--- config.mk ---
export PLATFORM = sky130hd
export DESIGN_NAME = dmem_arbiter
export DESIGN_NICKNAME = d
export VERILOG_FILES = /design/src/rtl/dmem_arb_pkg.sv /design/src/rtl/rd_tag_pipe.sv /design/src/rtl/dmem_arbiter.sv
export SDC_FILE = /design/constraint.sdc
export NUM_CORES = 1
export LEC_CHECK = 0
export BUFFER_PORTS_ARGS = -buffer_cell sky130_fd_sc_hd__buf_2
export CAP_MARGIN = 20
export CORE_MARGIN = 3
export CORE_UTILIZATION = 35
export DETAILED_ROUTE_END_ITERATION = 6
export PLACE_DENSITY = 0.87
export SYNTH_ARGS = -nofsm -noshare
export SYNTH_HDL_FRONTEND = slang
export SYNTH_SLANG_ARGS = --single-unit
--- constraint.sdc ---
create_clock -name clock -period 1.4 [get_ports clock]
set_clock_uncertainty 0.15 [all_clocks]
set_input_delay 0.21 -clock clock [delete_from_list [all_inputs] [get_ports clock]]
set_output_delay 0.21 -clock clock [all_outputs]
set_load 0.01 [all_outputs]
--- src/rtl/dmem_arb_pkg.sv ---
// Shared types and constants for the two-port data-memory arbiter.
// Port ids double as the round-robin last-grant encoding.
package dmem_arb_pkg;

    localparam int unsigned ADDR_W_DEF = 12;
    localparam int unsigned DATA_W_DEF = 32;

    localparam logic PORT_CPU = 1'b0;
    localparam logic PORT_AUX = 1'b1;

    typedef struct packed {
        logic valid;
        logic port_id;
    } rd_tag_t;

endpackage

--- src/rtl/rd_tag_pipe.sv ---
// In-flight read tag shift register; the tail lines up with the cycle
// dmem returns the data for the read that entered DEPTH cycles earlier.
module rd_tag_pipe
    import dmem_arb_pkg::*;
#(
    parameter int unsigned DEPTH = 1
) (
    input  logic    clk_i,
    input  logic    rst_i,
    input  rd_tag_t tag_i,
    output rd_tag_t tail_o
);

    rd_tag_t stage_q [DEPTH];
    rd_tag_t stage_d [DEPTH];

    always_comb begin
        stage_d[0] = tag_i;
        for (int unsigned i = 1; i < DEPTH; i++) begin
            stage_d[i] = stage_q[i-1];
        end
    end

    always_ff @(posedge clk_i or posedge rst_i) begin
        if (rst_i) begin
            for (int unsigned i = 0; i < DEPTH; i++) begin
                stage_q[i] <= '0;
            end
        end else begin
            stage_q <= stage_d;
        end
    end

    assign tail_o = stage_q[DEPTH-1];

endmodule

--- src/rtl/dmem_arbiter.sv ---
// Round-robin arbiter sharing a synchronous-read single-port dmem between
// the CPU load/store path (port 0) and an auxiliary master (port 1).
module dmem_arbiter
    import dmem_arb_pkg::*;
#(
    parameter int unsigned ADDR_W     = ADDR_W_DEF,
    parameter int unsigned DATA_W     = DATA_W_DEF,
    parameter int unsigned RD_LATENCY = 1
) (
    input  logic              clock,
    input  logic              reset,
    input  logic              req0,
    input  logic              we0,
    input  logic [ADDR_W-1:0] addr0,
    input  logic [DATA_W-1:0] wdata0,
    output logic              gnt0,
    output logic              rvalid0,
    output logic [DATA_W-1:0] rdata0,
    input  logic              req1,
    input  logic              we1,
    input  logic [ADDR_W-1:0] addr1,
    input  logic [DATA_W-1:0] wdata1,
    output logic              gnt1,
    output logic              rvalid1,
    output logic [DATA_W-1:0] rdata1,
    output logic [ADDR_W-1:0] address_dmem,
    output logic [DATA_W-1:0] data,
    output logic              wren,
    input  logic [DATA_W-1:0] q_dmem
);

    logic              last_grant_q, last_grant_d;
    logic [ADDR_W-1:0] addr_sh_q, addr_sh_d;
    logic [DATA_W-1:0] data_sh_q, data_sh_d;
    logic              any_gnt, win, sel_we;
    logic [ADDR_W-1:0] sel_addr;
    logic [DATA_W-1:0] sel_wdata;
    rd_tag_t           tag_in, tag_tail;

    // Under contention port 0 wins unless it was the last port served.
    always_comb begin
        gnt0 = 1'b0;
        gnt1 = 1'b0;
        if (!reset) begin
            if (req0 && (!req1 || last_grant_q == PORT_AUX)) begin
                gnt0 = 1'b1;
            end else if (req1) begin
                gnt1 = 1'b1;
            end
        end
    end

    always_comb begin
        any_gnt   = gnt0 | gnt1;
        win       = gnt1 ? PORT_AUX : PORT_CPU;
        sel_addr  = win ? addr1 : addr0;
        sel_wdata = win ? wdata1 : wdata0;
        sel_we    = win ? we1 : we0;

        address_dmem = any_gnt ? sel_addr : addr_sh_q;
        data         = any_gnt ? sel_wdata : data_sh_q;
        wren         = any_gnt & sel_we;

        addr_sh_d    = address_dmem;
        data_sh_d    = data;
        last_grant_d = any_gnt ? win : last_grant_q;

        tag_in.valid   = any_gnt & ~sel_we;
        tag_in.port_id = win;
    end

    always_ff @(posedge clock or posedge reset) begin
        if (reset) begin
            last_grant_q <= PORT_AUX;
            addr_sh_q    <= '0;
            data_sh_q    <= '0;
        end else begin
            last_grant_q <= last_grant_d;
            addr_sh_q    <= addr_sh_d;
            data_sh_q    <= data_sh_d;
        end
    end

    rd_tag_pipe #(
        .DEPTH (RD_LATENCY)
    ) u_rd_tag_pipe (
        .clk_i  (clock),
        .rst_i  (reset),
        .tag_i  (tag_in),
        .tail_o (tag_tail)
    );

    assign rvalid0 = tag_tail.valid & (tag_tail.port_id == PORT_CPU);
    assign rvalid1 = tag_tail.valid & (tag_tail.port_id == PORT_AUX);
    assign rdata0  = q_dmem;
    assign rdata1  = q_dmem;

endmodule

# Word level (Yosys, flattened, before mapping)
# Cells that the tools add are included.
# totals
output_inout_bits	113
regBits	47
wordCells	26
# op_classes
n_bitwise	7
n_mux	11
n_reduce_logical	3
# op_table
operator	n
32-bit 2-to-1 mux	2
12-bit 2-to-1 mux	2
1-bit 2-to-1 mux	7
1-bit AND	4
1-bit NOT	2
1-bit logical AND	1
1-bit zero test	1
1-bit logical OR	1
1-bit OR	1

# Logic depth before layout (Yosys ltp)
# Gate-level depths: netlist of the first run.
# depth
depth_word	9
ltp_mapped	5

# Modules after synthesis
# From an unflattened synthesis of the first run, not the netlist that was laid out.
# hier_totals
cells_unflattened	335
area_unflattened_um2	2820.2
# modules_own_cells
module	n_inst	seq_area_each_um2	cells_each	area_each_um2
dmem_arbiter	1	1127.3	332	2766.4
rd_tag_pipe	1	50.0	3	53.8

# Worst setup path after synthesis of the first run
# OpenSTA, ideal clock, no wires.
# synth_path
kind	register to output
from	register last_grant_q
to	output port data[2]
t_arrival_ps	1290
slack_ps	-250
n_path_buf	2
stages_incl_launch_ff	6
cell_sequence	dfstp_2 > and2_1 > buf_4 > buf_4 > o21ai_1 > a31oi_1
# synth_between
elab_chain_cells	7
elab_cells_between_ends	10
classes_between	mux (7); bitwise (1); reduce/logical (2)
# synth_lines
element	line	source
from (decl)	dmem_arbiter.sv:32	logic last_grant_q, last_grant_d;
from (signal assigned)	dmem_arbiter.sv:78	last_grant_q <= last_grant_d;
1-bit logical OR *	dmem_arbiter.sv:45	if (req0 && (!req1 || last_grant_q == PORT_AUX)) begin
1-bit logical AND *	dmem_arbiter.sv:45	
1-bit 2-to-1 mux	dmem_arbiter.sv:45	
1-bit 2-to-1 mux	dmem_arbiter.sv:44	if (!reset) begin
1-bit 2-to-1 mux	dmem_arbiter.sv:55	win = gnt1 ? PORT_AUX : PORT_CPU;
32-bit 2-to-1 mux	dmem_arbiter.sv:57	sel_wdata = win ? wdata1 : wdata0;
32-bit 2-to-1 mux *	dmem_arbiter.sv:61	data = any_gnt ? sel_wdata : data_sh_q;
to (decl)	dmem_arbiter.sv:27	output logic [DATA_W-1:0] data,
# Every way passes the cells marked *; elsewhere a longest branch is shown, timed or not.

# Worst setup path after layout of the first run
# layout_path
from	register last_grant_q
to	output port address_dmem[11]
# layout_between
elab_chain_cells	7
elab_cells_between_ends	10
classes_between	mux (7); bitwise (1); reduce/logical (2)
# layout_lines
element	line	source
1-bit logical OR *	dmem_arbiter.sv:45	
1-bit logical AND *	dmem_arbiter.sv:45	
1-bit 2-to-1 mux	dmem_arbiter.sv:45	
1-bit 2-to-1 mux	dmem_arbiter.sv:44	
1-bit 2-to-1 mux	dmem_arbiter.sv:55	
12-bit 2-to-1 mux	dmem_arbiter.sv:56	sel_addr = win ? addr1 : addr0;
12-bit 2-to-1 mux *	dmem_arbiter.sv:60	address_dmem = any_gnt ? sel_addr : addr_sh_q;
to (decl)	dmem_arbiter.sv:26	output logic [ADDR_W-1:0] address_dmem,
# Marked as above.

==> results of run 1 <==
## per-layer routing
metal,vias to the layer above,global-route usage
met5,-,0
met4,0,0.0960
met3,32,0.0563
met2,176,0.393
met1,1439,0.211
li1,1358,-
## through the flow
step / cell area, µm² / power, mW
2_1_floorplan: 3100 / 2.55
3_3_place_gp: 3670 / 2.93
3_5_place_dp: 3670 / 2.99
4_1_cts: 3880 / 3.94
5_1_grt: 4290 / 4.44
6_report: 4290 / 4.21
## cells in the final DEF, fill, tap and decap left out, types with 2 or more instances in the layout
master	Yosys	routed
a31oi_1	44	2
a31oi_2	0	41
and2_4	0	2
buf_12	0	9
buf_16	0	2
buf_2	11	142
buf_4	78	45
buf_6	0	3
clkbuf_16	0	5
clkbuf_8	0	6
dfrtp_1	46	46
nand3_1	45	43
nand3_2	0	2
nor2_1	45	44
o21ai_0	15	2
o21ai_1	31	20
o21ai_2	0	20
o21ai_4	0	4
## Yosys cell counts, drive strengths merged
master	number
buf	92
dfrtp	46
o21ai	46
nand3	45
nor2	45
a31oi	44
and2	2
inv	2
nand2	2
nand2b	2
nor2b	2
a21boi	1
a21oi	1
and3	1
clkbuf	1
dfstp	1
o21ba	1
## cell families after synthesis
kind of cell / share of synthesized area
DFF: 0.418
and+or+nand+nor: 0.159
AOI/OAI and AO/OA: 0.187
buffers and inverters: 0.235
## critical path: cells and delay by family, from the launching register on
family / cells / cell delay (ns)
DFF: 1 / 0.39
buffers and inverters: 3 / 0.51
AOI/OAI and AO/OA: 1 / 0.26
and+or+nand+nor: 2 / 0.28
## path summary, 6_finish.rpt
check                                         startpoint                       to  slack (ns)  cells after the start
worst min register to register    addr_sh_q[1]$_DFF_PP0_   addr_sh_q[1]$_DFF_PP0_        0.40                      2
max in group asynchronous                          reset   data_sh_q[6]$_DFF_PP0_        0.15                      5
worst max register to register  last_grant_q$_DFFE_PP1P_   addr_sh_q[2]$_DFF_PP0_       -0.35                      7
worst min-delay path                            addr1[1]   addr_sh_q[1]$_DFF_PP0_        0.05                      3
worst max-delay path            last_grant_q$_DFFE_PP1P_         address_dmem[11]       -0.69                      6
min in group asynchronous                          reset  data_sh_q[29]$_DFF_PP0_        0.56                      5
## power by group through the flow
stage / sequential [mW] / clock (mW) / combinational, mW
2_1_floorplan: 1.62 / 0 / 0.933
3_3_place_gp: 1.62 / 0 / 1.31
3_5_place_dp: 1.63 / 0 / 1.36
4_1_cts: 1.60 / 0.869 / 1.47
5_1_grt: 1.62 / 0.927 / 1.89
6_report: 1.60 / 0.841 / 1.77
## final cells by class
type,instances,area share
Clock inverter,1,0.00117
Sequential cell,47,0.275
Tap cell,102,0.0298
Timing Repair Buffer,208,0.342
Inverter,2,0.00263
Multi-Input combinational cell,193,0.330
Clock buffer,6,0.0193
## state kept, by name (all words and copies together) (netlist names)
| name | flops |
|---|---|
| last_grant_q | 1 |
| addr_sh_q | 12 |
| data_sh_q | 32 |
| u_rd_tag_pipe.tail_o | 2 |
## timing repair
| action | 4_1_cts | 5_1_grt |
|---|---|---|
| hold buffers | 1 | 0 |
| buffers inserted | 5 | 13 |
| hold endpoints to repair | 14 | 0 |
| cloned | 2 | 9 |
| setup endpoints to repair | 90 | 92 |
| pin swaps | 4 | 25 |
| resized for setup | 5 | 36 |
==> impl_metrics.toml, run 1 <==
[final_layout]
final_util = 0.552
n_fill_cell = 681
diodes = 0
seqCellArea_um2 = 1180
final_cells = 559
area_delta_synth_final_pct = 52.2
multi_input_area_um2 = 1420
drive_above_1_share = 0.639
finalNetCount = 583

[logic_synthesis]
synth_nets = 460
synth.distinct_cells = 21
yosysWarnings = 0
synth.avg_cell_area_um2 = 8.43
seq_area_frac_synth = 0.418
synthTopCellsByArea = "dfrtp_1 41%, buf_4 21%, a31oi_1 9.8%"
synth_top_area_frac = 0.409
synth_area_leader_cell = "dfrtp_1"
syn-instance-count = 334
synthesis.area_um2 = 2820
synth.ff_latch_count = 47

[pwr]
pwr-share-seq = 0.380
power.density_nw_per_um2 = 983
p_comb_frac = 0.420
intPower_mw = 2.81
vdd_ir_drop_max_mv = 0.478
clock_power_share = 0.200
power.switching_mw = 1.41
power_switching_share = 0.334
leakage_nw = 1.89

[detailed_routing]
final_antenna_net_count = 0
remaining_drc_errors = 0
routed-wl-met2_mm = 6.07
routed_wl_mm = 11.4
firstDrtPassIters = 4
met3_length_um = 857
post_drt_wl_per_cell_um = 20.3
routed_via_density = 5.38
wl_met1_mm = 4.12
top_layer_used = "met4"
drtIter0Drc = 117
via_count = 3005

[clock_network]
htree_levels = 2
tritoncts = "yes"
clkLatencyLatePin_ns = 0.29
cts_buffers = 5
clock_path_buffers = 2
cts.sink_count = 47
clk_pin_slew_ns = 0.09
cts.root.buffer_cell = "clkbuf_8"

[global_route]
grtUsageTotal = 0.208
grt_pass1_vias = 2978
grt_pass1_wl_mm = 14.7
grt_max_degree = 39
grt-ovfl-total = 0
antenna_found_initial = 0

[worst_setup_path]
cp.required_ns = 1.04
worstPathArrival_ns = 1.73
crit_fanout = 12
slowest_stage = "dfstp_2"
path_class = "reg -> out"
critical_path.cell_chain = "buf_4 > nand2_4 > buf_12 > nand3_1 > a31oi_2 > buf_2"
cp-start-kind = "register"
end_kind = "output port"
slowest_delay_ns = 0.39

[die]
rows = 32
initial_core_util = 0.363
core_um2 = 7770
die_x_um = 95.7
fp.dieH_um = 95.7
ios = 239
die_area_um2 = 9160

[outcome]
violations = "setup timing"
status = "complete, but fails checks"

[timing]
layout_setup_ws_ns = -0.690
hold_viol = 0
rsz0062_at_grt = "yes"
final.setup.tns_ns = -36.46
worst_pin_slew_ns = 0.425
slew_viol_final = 0
hold_ws_ns = 0.0450
timing.slew.headroom = 0.716
final-setup-viol-count = 92
max_freq_mhz = 478
fin_crit_sh = 1.49
fin_crit_ns = 2.09

[placed_design]
portBuffers = 142
hpwl_mm = 7.30
dp_cells = 522
dp_slack_ns = -0.319
place.gp.congestion = 0.768

[min_path]
hp-class = "in -> reg"

[flow_run]
drv_cap = 0
Power figures use the tool's default switching activity.
==> inputs of run 2 (changes only) <==
--- a/config.mk
+++ b/config.mk
@@ -9,8 +9,9 @@
 export CAP_MARGIN = 20
 export CORE_MARGIN = 3
 export CORE_UTILIZATION = 35
+export CTS_CLUSTER_SIZE = 25
 export DETAILED_ROUTE_END_ITERATION = 6
-export PLACE_DENSITY = 0.87
+export PLACE_DENSITY_LB_ADDON = 0.12
 export SYNTH_ARGS = -nofsm -noshare
 export SYNTH_HDL_FRONTEND = slang
 export SYNTH_SLANG_ARGS = --single-unit
==> run 2 against run 1 <==
The flow still finishes with violations (setup timing). Sequential cell count stayed put. Clock power is 41% higher. Maximum frequency is 4.2% higher. Critical endpoint is now data[31]. Highest routed layer unchanged.
==> impl_metrics.toml, run 2 (synthesis gave the netlist of run 1 again) <==
[clock_network]
htree_levels = 2
clock_path_buffers = 2
tritoncts = "yes"
cts_buffers = 5
clkLatencyLatePin_ns = 0.30
cts.sink_count = 47
clk_pin_slew_ns = 0.09
cts.root.buffer_cell = "clkbuf_8"

[worst_setup_path]
path_class = "reg -> out"
crit_fanout = 15
slowest_delay_ns = 0.54
critical_path.cell_chain = "and2_4 > buf_12 > o21ai_0 > a31oi_1 > buf_2"
path_delay_family = "flip-flops"
end_kind = "output port"
r2r-end = "data_sh_q[13]$_DFF_PP0_"
cp-start-kind = "register"
regToRegSetupSlack_ns = -0.27
cp.required_ns = 1.04
worstPathArrival_ns = 1.65
slowest_stage = "dfstp_2"
reg2reg_depth = 7
r2r-start = "last_grant_q$_DFFE_PP1P_"
crit_buf_inv = 2

[timing]
slew_viol_final = 0
max_freq_mhz = 498
final.setup.tns_ns = -31.84
rsz0062_at_grt = "yes"
fin_crit_ns = 2.01
worst_pin_slew_ns = 0.259
layout_setup_ws_ns = -0.606
hold_ws_ns = 0.0349
timing.slew.headroom = 0.827
final-setup-viol-count = 90
fin_crit_sh = 1.43
hold_viol = 0

[die]
die_area_um2 = 9160
initial_core_util = 0.363
rows = 32
core_um2 = 7770
fp.dieH_um = 95.7
die_x_um = 95.7
ios = 239

[flow_run]
drv_cap = 0

[final_layout]
largest_register_ffs = 32
diodes = 0
drive_above_1_share = 0.598
top_register = "data_sh_q"
area_delta_synth_final_pct = 46.8
n_fill_cell = 758
final_util = 0.532
finalNetCount = 583
final_cell_mix = "142 x buf_2, 53 x buf_4, 46 x dfrtp_1"
layout_commonest_cell = "buf_2"

[pwr]
intPower_mw = 3.06
power.total_mw = 4.38
p_comb_frac = 0.362
power_switching_share = 0.301
clock_power_share = 0.273
vdd_ir_drop_max_mv = 0.425
power.density_nw_per_um2 = 1060
pwr-share-seq = 0.365
leakage_nw = 1.85
power.switching_mw = 1.32

[global_route]
grt_pass1_wl_mm = 14.1
grt_pass1_vias = 2677
antenna_found_initial = 0
grt-ovfl-total = 0
grt_max_degree = 46
grtUsageTotal = 0.200

[detailed_routing]
remaining_drc_errors = 0
routed_wl_mm = 9.60
via_count = 2848
firstDrtPassIters = 4
final_antenna_net_count = 0
post_drt_wl_per_cell_um = 17.1
routed_via_density = 5.09
drtIter0Drc = 67

[min_path]
whs_endpoint = "addr_sh_q[11]$_DFF_PP0_"
worst_hold_startpoint = "addr1[11]"
hold_depth = 3
hp-class = "in -> reg"

[outcome]
violations = "setup timing"
status = "complete, but fails checks"

[placed_design]
portBuffers = 142
place.gp.congestion = 0.755
hpwl_mm = 6.88
run 2: cell types whose count changed in the layout (fill, tap and decap cells not counted), sizes merged:
cell,previous run,this run
bufinv,0,2
clkbuf,11,7
buf,202,207
clkinv,1,0
and2,3,2
run 2: routing by layer:
metal  GRT usage  wire (µm)
met1       0.229       3610
met2       0.365       5040
met3      0.0469        772
met4      0.0604        173
met5           0          0
run 2: final cells by class:
cell class | instances | area [µm²] | area share
inverters | 2 | 11.3 | 0.00272
well taps | 102 | 128 | 0.0309
clock buffers | 6 | 72.6 | 0.0175
multi-input cells | 192 | 1290 | 0.313
clock inverters | 2 | 60.1 | 0.0145
flip-flops and latches | 47 | 1180 | 0.285
repair buffers | 209 | 1390 | 0.336
run 2: worst max path at each step:
stage,from,end,slack [ns],cells after the start
floorplan,last_grant_q$_DFFE_PP1P_,address_dmem[10],-0.18,5
global placement,reset,data[13],-0.28,6
detailed placement,last_grant_q$_DFFE_PP1P_,address_dmem[2],-0.29,5
CTS,last_grant_q$_DFFE_PP1P_,address_dmem[6],-0.62,5
global route,last_grant_q$_DFFE_PP1P_,data[31],-0.69,5
finish,last_grant_q$_DFFE_PP1P_,data[31],-0.61,5
run 2: tightest hold or removal path: stages:
cell	delay [ns]
buf_2	0.10
nand3_1	0.05
a31oi_1	0.09
run 2: per-stage QoR:
| stage | worst slack, ns | instance area [µm²] | cells |
|---|---|---|---|
| after floorplan | -0.183 | 3100 | 334 |
| after global placement | -0.285 | 3750 | 530 |
| after detailed placement | -0.293 | 3750 | 530 |
| after CTS | -0.624 | 4000 | 547 |
| after global routing | -0.690 | 4140 | 560 |
| final | -0.606 | 4140 | 560 |
run 2: repair_timing:
| action | 4_1_cts | 5_1_grt |
|---|---|---|
| setup buffers | 7 | 12 |
| hold buffers | 1 | 0 |
| pin swaps | 6 | 7 |
| gates resized for setup | 8 | 8 |
| setup endpoints to repair | 81 | 92 |
| endpoints found under the hold margin | 2 | 0 |
| cloned | 1 | 1 |
run 2: power groups by stage:
stage,Sequential [mW],Combinational [mW],Clock [mW]
4_1_cts,1.60,1.50,1.23
2_1_floorplan,1.62,0.933,0
5_1_grt,1.61,1.73,1.29
6_report,1.60,1.59,1.19
3_3_place_gp,1.62,1.39,0
3_5_place_dp,1.63,1.41,0
